## src/rtl/mmio_pkg.sv

```systemverilog
// MMIO responder shared definitions.
// Register offsets, bit positions and reset values.
package mmio_pkg;

    localparam logic [31:0] OFS_TXDATA  = 32'h00;
    localparam logic [31:0] OFS_STATUS  = 32'h04;
    localparam logic [31:0] OFS_CYC_LO  = 32'h08;
    localparam logic [31:0] OFS_CYC_HI  = 32'h0C;
    localparam logic [31:0] OFS_SCRATCH = 32'h10;
    localparam logic [31:0] OFS_CTRL    = 32'h14;

    localparam int ST_FULL    = 0;
    localparam int ST_EMPTY   = 1;
    localparam int ST_OVF     = 2;
    localparam int ST_CNT_LSB = 8;

    localparam int CTRL_EN  = 0;
    localparam int CTRL_CLR = 1;

    localparam logic        RST_CTRL_EN = 1'b1;
    localparam logic [31:0] RST_SCRATCH = 32'h0;

    typedef enum logic [2:0] {
        REG_TXDATA,
        REG_STATUS,
        REG_CYC_LO,
        REG_CYC_HI,
        REG_SCRATCH,
        REG_CTRL,
        REG_NONE
    } reg_sel_e;

    function automatic reg_sel_e decode_reg(input logic [31:0] ofs);
        case (ofs)
            OFS_TXDATA:  return REG_TXDATA;
            OFS_STATUS:  return REG_STATUS;
            OFS_CYC_LO:  return REG_CYC_LO;
            OFS_CYC_HI:  return REG_CYC_HI;
            OFS_SCRATCH: return REG_SCRATCH;
            OFS_CTRL:    return REG_CTRL;
            default:     return REG_NONE;
        endcase
    endfunction

endpackage

```

## src/rtl/sync_fifo.sv

```systemverilog
// Synchronous FIFO, power-of-2 depth.
// Push while full succeeds only alongside a pop.
module sync_fifo #(
    parameter int WIDTH = 8,
    parameter int DEPTH = 16
) (
    input  logic                     clk,
    input  logic                     reset,
    input  logic                     push,
    input  logic [WIDTH-1:0]         din,
    input  logic                     pop,
    output logic [WIDTH-1:0]         dout,
    output logic                     full,
    output logic                     empty,
    output logic [$clog2(DEPTH):0]   count
);

    localparam int AW = $clog2(DEPTH);

    logic [WIDTH-1:0] mem [DEPTH];
    logic [AW-1:0]    wr_ptr;
    logic [AW-1:0]    rd_ptr;
    logic             do_push;
    logic             do_pop;

    assign full    = (count == (AW+1)'(DEPTH));
    assign empty   = (count == '0);
    assign do_pop  = pop & ~empty;
    assign do_push = push & (~full | do_pop);
    assign dout    = empty ? '0 : mem[rd_ptr];

    // Pointer and occupancy tracking; pointers wrap naturally.
    always_ff @(posedge clk) begin
        if (reset) begin
            wr_ptr <= '0;
            rd_ptr <= '0;
            count  <= '0;
        end else begin
            if (do_push) wr_ptr <= wr_ptr + 1'b1;
            if (do_pop)  rd_ptr <= rd_ptr + 1'b1;
            count <= count + (AW+1)'(do_push) - (AW+1)'(do_pop);
        end
    end

    // Storage array, contents are don't-care until pushed.
    always_ff @(posedge clk) begin
        if (do_push) mem[wr_ptr] <= din;
    end

endmodule

```

## src/rtl/mmio_responder.sv

```systemverilog
// MMIO responder beside DMEM: TX FIFO, cycle counter,
// scratch and control registers with 1-cycle reads.
module mmio_responder
    import mmio_pkg::*;
#(
    parameter logic [31:0] BASE_ADDR  = 32'h1000_0000,
    parameter int          WIN_BITS   = 12,
    parameter int          FIFO_DEPTH = 16
) (
    input  logic        clk,
    input  logic        reset,
    input  logic [3:0]  MemWrite_EN,
    input  logic [31:0] MemAddr,
    input  logic [31:0] WriteData,
    output logic [31:0] ReadData,
    output logic        rd_hit,
    output logic [7:0]  tx_data,
    output logic        tx_valid,
    input  logic        tx_ready
);

    localparam int CW = $clog2(FIFO_DEPTH) + 1;

    logic          hit;
    logic [31:0]   ofs;
    reg_sel_e      sel;
    logic          we;
    logic          push_req;
    logic          pop;
    logic          fifo_full;
    logic          fifo_empty;
    logic [CW-1:0] fifo_count;
    logic          ovf;
    logic          ovf_clr;
    logic          ctrl_wr;
    logic          cyc_clr;
    logic          cyc_en;
    logic [63:0]   cyc;
    logic [31:0]   scratch;
    logic [31:0]   rdata;

    assign hit      = (MemAddr[31:WIN_BITS] == BASE_ADDR[31:WIN_BITS]);
    assign ofs      = 32'(MemAddr[WIN_BITS-1:0]) & ~32'h3;
    assign sel      = decode_reg(ofs);
    assign we       = hit & (|MemWrite_EN);
    assign push_req = we & (sel == REG_TXDATA) & MemWrite_EN[0];
    assign pop      = tx_valid & tx_ready;
    assign ovf_clr  = we & (sel == REG_STATUS) & MemWrite_EN[0]
                    & WriteData[ST_OVF];
    assign ctrl_wr  = we & (sel == REG_CTRL) & MemWrite_EN[0];
    assign cyc_clr  = ctrl_wr & WriteData[CTRL_CLR];
    assign tx_valid = ~fifo_empty;

    sync_fifo #(
        .WIDTH (8),
        .DEPTH (FIFO_DEPTH)
    ) u_fifo (
        .clk   (clk),
        .reset (reset),
        .push  (push_req),
        .din   (WriteData[7:0]),
        .pop   (pop),
        .dout  (tx_data),
        .full  (fifo_full),
        .empty (fifo_empty),
        .count (fifo_count)
    );

    // Read mux from current (pre-store) register state.
    always_comb begin
        rdata = '0;
        if (hit) begin
            unique case (sel)
                REG_STATUS: begin
                    rdata = 32'(fifo_count) << ST_CNT_LSB;
                    rdata[ST_OVF]   = ovf;
                    rdata[ST_EMPTY] = fifo_empty;
                    rdata[ST_FULL]  = fifo_full;
                end
                REG_CYC_LO:  rdata = cyc[31:0];
                REG_CYC_HI:  rdata = cyc[63:32];
                REG_SCRATCH: rdata = scratch;
                REG_CTRL:    rdata[CTRL_EN] = cyc_en;
                default:     rdata = '0;
            endcase
        end
    end

    // Registered read port matching DMEM latency.
    always_ff @(posedge clk) begin
        if (reset) begin
            ReadData <= '0;
            rd_hit   <= 1'b0;
        end else begin
            ReadData <= rdata;
            rd_hit   <= hit;
        end
    end

    // Sticky overflow, a new drop wins over a same-cycle clear.
    always_ff @(posedge clk) begin
        if (reset) begin
            ovf <= 1'b0;
        end else if (push_req & fifo_full & ~pop) begin
            ovf <= 1'b1;
        end else if (ovf_clr) begin
            ovf <= 1'b0;
        end
    end

    // Scratch register with byte-lane stores.
    always_ff @(posedge clk) begin
        if (reset) begin
            scratch <= RST_SCRATCH;
        end else if (we & (sel == REG_SCRATCH)) begin
            for (int b = 0; b < 4; b++) begin
                if (MemWrite_EN[b]) scratch[b*8 +: 8] <= WriteData[b*8 +: 8];
            end
        end
    end

    // CTRL and cycle counter; a CLR write is a pure command
    // that leaves EN untouched so the count restarts at once.
    always_ff @(posedge clk) begin
        if (reset) begin
            cyc_en <= RST_CTRL_EN;
            cyc    <= '0;
        end else begin
            if (ctrl_wr & ~WriteData[CTRL_CLR]) cyc_en <= WriteData[CTRL_EN];
            if (cyc_clr)     cyc <= '0;
            else if (cyc_en) cyc <= cyc + 64'd1;
        end
    end

endmodule

```

## config.mk

```make
export PLATFORM = sky130hd
export DESIGN_NAME = mmio_responder
export DESIGN_NICKNAME = d
export VERILOG_FILES = /design/src/rtl/mmio_pkg.sv /design/src/rtl/sync_fifo.sv /design/src/rtl/mmio_responder.sv
export SDC_FILE = /design/constraint.sdc
export NUM_CORES = 1
export LEC_CHECK = 0
export ABC_AREA = 1
export ABC_CLOCK_PERIOD_IN_PS = 4130
export BUFFER_PORTS_ARGS = -buffer_cell sky130_fd_sc_hd__buf_2
export CAP_MARGIN = 40
export CORE_MARGIN = 2
export CORE_UTILIZATION = 60
export DETAILED_ROUTE_END_ITERATION = 8
export PLACE_DENSITY = 0.8
export SETUP_SLACK_MARGIN = 0.05
export SYNTH_ARGS = -nofsm -noshare
export SYNTH_HDL_FRONTEND = slang
export SYNTH_SLANG_ARGS = --single-unit
```

## constraint.sdc

```tcl
create_clock -name clk -period 4.13 [get_ports clk]
set_clock_uncertainty 0.15 [all_clocks]
set_input_delay 1.0325 -clock clk [delete_from_list [all_inputs] [get_ports clk]]
set_output_delay 1.0325 -clock clk [all_outputs]
set_load 0.05 [all_outputs]
```

## Word-level counts from Yosys, hierarchy flattened

Memories as Yosys holds them, arrays and structs flattened. A register that Yosys moved wholly into a read port is not among the register bits.
Cells that the tools add are included.
Widths: inputs -> output; s select.

| storage, ports and cells | value |
|---|---|
| register bits | 144 |
| memory bits (writable) | 128 |
| output and inout port bits | 42 |
| memories | 1 |

Memories:

| memory | words | width | rd ports | clocked after Yosys merged registers in | wr ports | line | text |
|---|---|---|---|---|---|---|---|
| u_fifo.mem | 16 | 8 | 1 | 1 | 1 | sync_fifo.sv:20 | `logic [WIDTH-1:0] mem [DEPTH];` |

| operators by class | value |
|---|---|
| $add $sub $neg | 5 |
| eq/ne operators | 12 |
| muxes and demuxes | 10 |
| bitwise logic cells | 22 |
| reduce and logical (&&, ||, !) cells | 11 |

Operators by type and width:

| kind | number |
|---|---|
| $pmux 31 s4 | 1 |
| $add 64x1->64 const B | 1 |
| $logic_not 32->1 | 1 |
| $eq 10x2->1 const B | 2 |
| $eq 10x3->1 const B | 2 |
| $eq 20x17->1 const B | 1 |
| $pmux 3 s6 | 1 |
| $and 1x1->1 | 16 |
| $eq 10x1->1 const B | 1 |
| $add 4x1->4 const B | 2 |
| $mux 4 | 2 |
| $mux 8 | 1 |
| $reduce_and 2->1 | 4 |
| $eq 3x2->1 const B | 2 |
| $eq 3x3->1 const B | 2 |
| $add 5x1->5 | 1 |
| $eq 5x5->1 const B | 1 |
| $logic_not 5->1 | 1 |
| $not 1->1 | 5 |
| $pmux 1 s5 | 1 |
| $sub 5x1->5 | 1 |
| $mux 1 | 4 |
| $reduce_or 2->1 | 2 |
| $reduce_or 4->1 | 1 |
| 4 further kinds | 4 |

## Longest topological paths before layout

| depth | value |
|---|---|
| depth in word-level cells | 8 |
| depth in mapped cells | 19 |
| gate-level depth less buffers | 19 |

## Hierarchy

Synthesis repeated with hierarchy kept, for this count alone.

| unflattened totals | value |
|---|---|
| cell total of the unflattened synthesis | 1,611 |
| area, all modules | 12,882.4 um^2 |

By module, submodules not included:

| module | instances | cells an instance | area an instance (um^2) | sequential area each (um^2) |
|---|---|---|---|---|
| mmio_responder | 1 | 1,068 | 6,812.8 | 2,622.5 |
| sync_fifo | 1 | 543 | 6,069.6 | 4,184.0 |

## Worst setup path before layout

No wires, ideal clock.

| timing | value |
|---|---|
| kind | input to register |
| start | input port MemAddr[7] |
| end | register u_fifo.count[4] |
| data arrival time | 3.353 ns |
| path slack | 0.505 ns |
| cell stages on the path | 19 |
| cells stage by stage | nor2_2 nand2_1 nor2_1 nand2_1 ha_1 inv_1 nor2_1 nor2_2 nand2_1 nor2_2 nand3_1 inv_1 ha_1 inv_1 fa_1 o21ai_0 a21oi_1 o21ai_0 a21oi_1 |

| between the ends | value |
|---|---|
| word-level cells in the longest chain between the ends | 8 |

Ends and longest elaborated chain:

| element | line | text |
|---|---|---|
| start: declaration | mmio_responder.sv:13 | `input logic [31:0] MemAddr,` |
| $logic_not 32->1, or another cell as far along | mmio_pkg.sv:34 | `case (ofs)` |
| $pmux 3 s6 * | mmio_pkg.sv:34 |  |
| $logic_not 3->1 * | mmio_responder.sv:46 | `assign push_req = we & (sel == REG_TXDATA) & MemWrite_EN[0];` |
| $and 1x1->1 * (2 in series) | mmio_responder.sv:46 |  |
| $and 1x1->1 * | sync_fifo.sv:29 | `assign do_push = push & (~full \| do_pop);` |
| net u_fifo.do_push | sync_fifo.sv:23 | `logic do_push;` |
| $add 5x1->5 * | sync_fifo.sv:41 | `count <= count + (AW+1)'(do_push) - (AW+1)'(do_pop);` |
| $sub 5x1->5 * | sync_fifo.sv:41 |  |
| end signal: assignment | sync_fifo.sv:41 |  |
| end: declaration | sync_fifo.sv:15 | `output logic [$clog2(DEPTH):0] count` |

The timed path passes the listed nets; every way through them passes the cells marked *.
A chain may end at the register's enable or synchronous reset.

==> metrics.yaml <==
hp-class: "flop to flop"
post-route-min-period_ns: 3.92
antenna_cells: 0
critical_path_class: "flop to output pin"
drive_above_1_share: 0.145
arrival_ns: 2.73
synthXorXnorAreaFrac: 0.0309
finalSetupTns_ns: 0
grt_usage: 0.306
setup_violations: 0
crit_path_cell_trace: "inv_2 > buf_12 > o21ai_0 > o221ai_1 > nand3_1 > a21oi_1 > clkbuf_4"
holdWs_ns: 0.300
yosysTopAreaCellShare: 0.308
cts_tree: "done"
wl_um: 33700
yosys_register_bits: 276
outcome: "finished clean"
netlist_instances: 1423
place_hpwl_um: 23700
synthSimpleGateAreaFrac: 0.207
syn_avg_cell_area_um2: 8.77
placed_cells: 1785
slew_viol_final: 0
synth_warnings: 0
grt_first_pass_wirelength_um: 53400
fp.dieH_um: 148
cts_sinks: 276
drtIter0Drc: 935
cp.required_ns: 2.95
synth_fa_ha_area_frac: 0.0146
initial_core_util: 0.614
synth_edf_count: 128
synth_mux_area_frac: 0
syn2layout_area_growth_pct: 14.9
drc: 0
synthTopCellsByArea: "edfxtp_1 31%, dfxtp_1 24%, nor2_1 7.0%"
cp_top_family: "buffers and inverters"
dieArea_um2: 22000
vdd.ir_drop.worst_v: 0.000374
tightestPinTransition_ns: 0.603
core.rowCount: 52
vias: 10600
crit_fanout: 30
clock_path_buffers: 3
grt_max_degree: 65
crit_path_top_delay_cell: "inv_2"
async_reset_ff_frac: 0
layout.nets: 1630
synth_fp_nets: 1508
slowest_delay_ns: 0.40
io_pins: 113
yosysUniqueCellTypes: 42
numCtsBuffers: 28
rsz0062_at_grt: "false"
post-route-util: 0.706
yosysMostFrequentCell: "nor2_1"
end_kind: "output pin"
post_drt_wl_per_cell_um: 18.3
antenna_left: 0
clock.fmax_ghz: 0.255
antenna_found_initial: 0
synth_seq_area_share: 0.546
viasPerCell: 5.77
place_ws_ns: 0.0195
place_congestion: 0.997
ys_top_cells_by_count: "234 x nor2_1, 181 x inv_1, 177 x nand2_1"
synth_compound_area_frac: 0.125
max_cap_violations: 0
port-buffer-count: 110
clk_pin_slew_ns: 0.06
instances_no_fill: 1836
die_x_um: 148
clk-insertion-delay-late_ns: 0.55
grt_pass1_vias: 10300
root_buffer: "clkbuf_16"
synth_flop_cell: "dfxtp_1"
fin_ws_ns: 0.214
first_pass_iters: 6
hold_viol: 0
grt.overflow.total: 0
worst-path-buf-inv: 3
start_kind: "flop"
cts_setup_buffers: 0
nFillCells: 1578
h-tree-depth: 1
power_leakage_nw: 5.26
synth_top_family_by_area: "simple AND/OR/NAND/NOR gates"
power.density_nw_per_um2: 462
syn-cell-area_um2: 12500
core_area_um2: 20300
finalCritPeriodShare: 0.948
relSlewSlack: 0.598
synth_top_cell_by_area: "edfxtp_1"
## tightest hold or removal path, stage by stage, from the launching register on
cell and delay, ns:
dfxtp_1 0.30, inv_1 0.05, a21oi_1 0.06
## per-stage QoR
step	area, um2	power, mW
detailed placement	13400	4.11
global placement	13400	4.08
CTS	14300	6.61
finish	14300	6.62
global route	14300	6.86
floorplan	12500	3.76
## cell type report
cell class	instances	area, um2	share of cell area
Timing Repair Buffer	143	857	0.0598
Tap cell	270	338	0.0236
Sequential cell	276	6810	0.475
Multi-Input combinational cell	908	4720	0.329
Clock inverter	12	149	0.0104
Clock buffer	39	762	0.0532
Inverter	188	706	0.0492
## per-layer routing
metal  global-route usage  routed length (um)  part of all wire  vias up
met5                    0                   0                 0        -
met4                0.134                1380             0.041        0
li1                     -                   -                 -     5027
met3               0.0439                2690             0.080       97
met2                0.505               16100              0.48      524
met1                0.407               13500              0.40     4948
## report_power, final
group	switching (mW)	total, mW	internal [mW]
Combinational	0.820	1.15	0.334
Clock	1.06	2.54	1.48
Sequential	0.0375	2.93	2.90
## repair_timing
action / in CTS / in global routing
resized for setup: 0 / 4
hold buffers: 0 / 0
setup endpoints to repair: 0 / 4
## layout by cell type (no fill, tap or decap), types with 7 or more instances in the layout
cell type	netlist	final
nor2_1	234	234
inv_1	181	181
nand2_1	177	177
dfxtp_1	148	147
edfxtp_1	128	128
o21ai_0	120	120
buf_2	14	109
a21oi_1	68	68
nand3_1	57	57
o221ai_1	41	41
xor2_1	38	38
nor3_1	37	37
clkbuf_16	0	28
buf_4	5	28
nand4_1	26	26
o22ai_1	25	25
ha_1	13	13
clkbuf_1	28	9
nor2_2	8	8
o21a_1	7	7
nor4_1	7	7
## final timing paths
check | startpoint | end | slack, ns | cells past startpoint
hold / removal | scratch[9] | scratch[9] | 0.30 | 2
setup reg to reg | u_fifo.count[2] | u_fifo.count[4] | 0.82 | 17
hold reg to reg | scratch[9] | scratch[9] | 0.30 | 2
setup / recovery | flop | tx_data[0] | 0.21 | 7
## state kept, by name, indices dropped and copies added, names as in the netlist, named ones only
register,cells
ReadData,32
u_fifo.count,5
rd_hit,1
u_fifo.mem,128
u_fifo.wr_ptr,4
u_fifo.rd_ptr,4
cyc,64
ovf,1
scratch,32
cyc_en,1
## cell families (layout without fill, tap and decap cells)
group                    count (synthesis)  count (layout)
flip-flops                             276             276
XOR/XNOR                                44              44
adder cells (fa/ha/maj)                 14              14
AND/OR/NAND/NOR                        581             581
buffers and inverters                  239             382
AO/OA/AOI/OAI                          269             269
No activity file was read; power rests on OpenSTA's default activity.
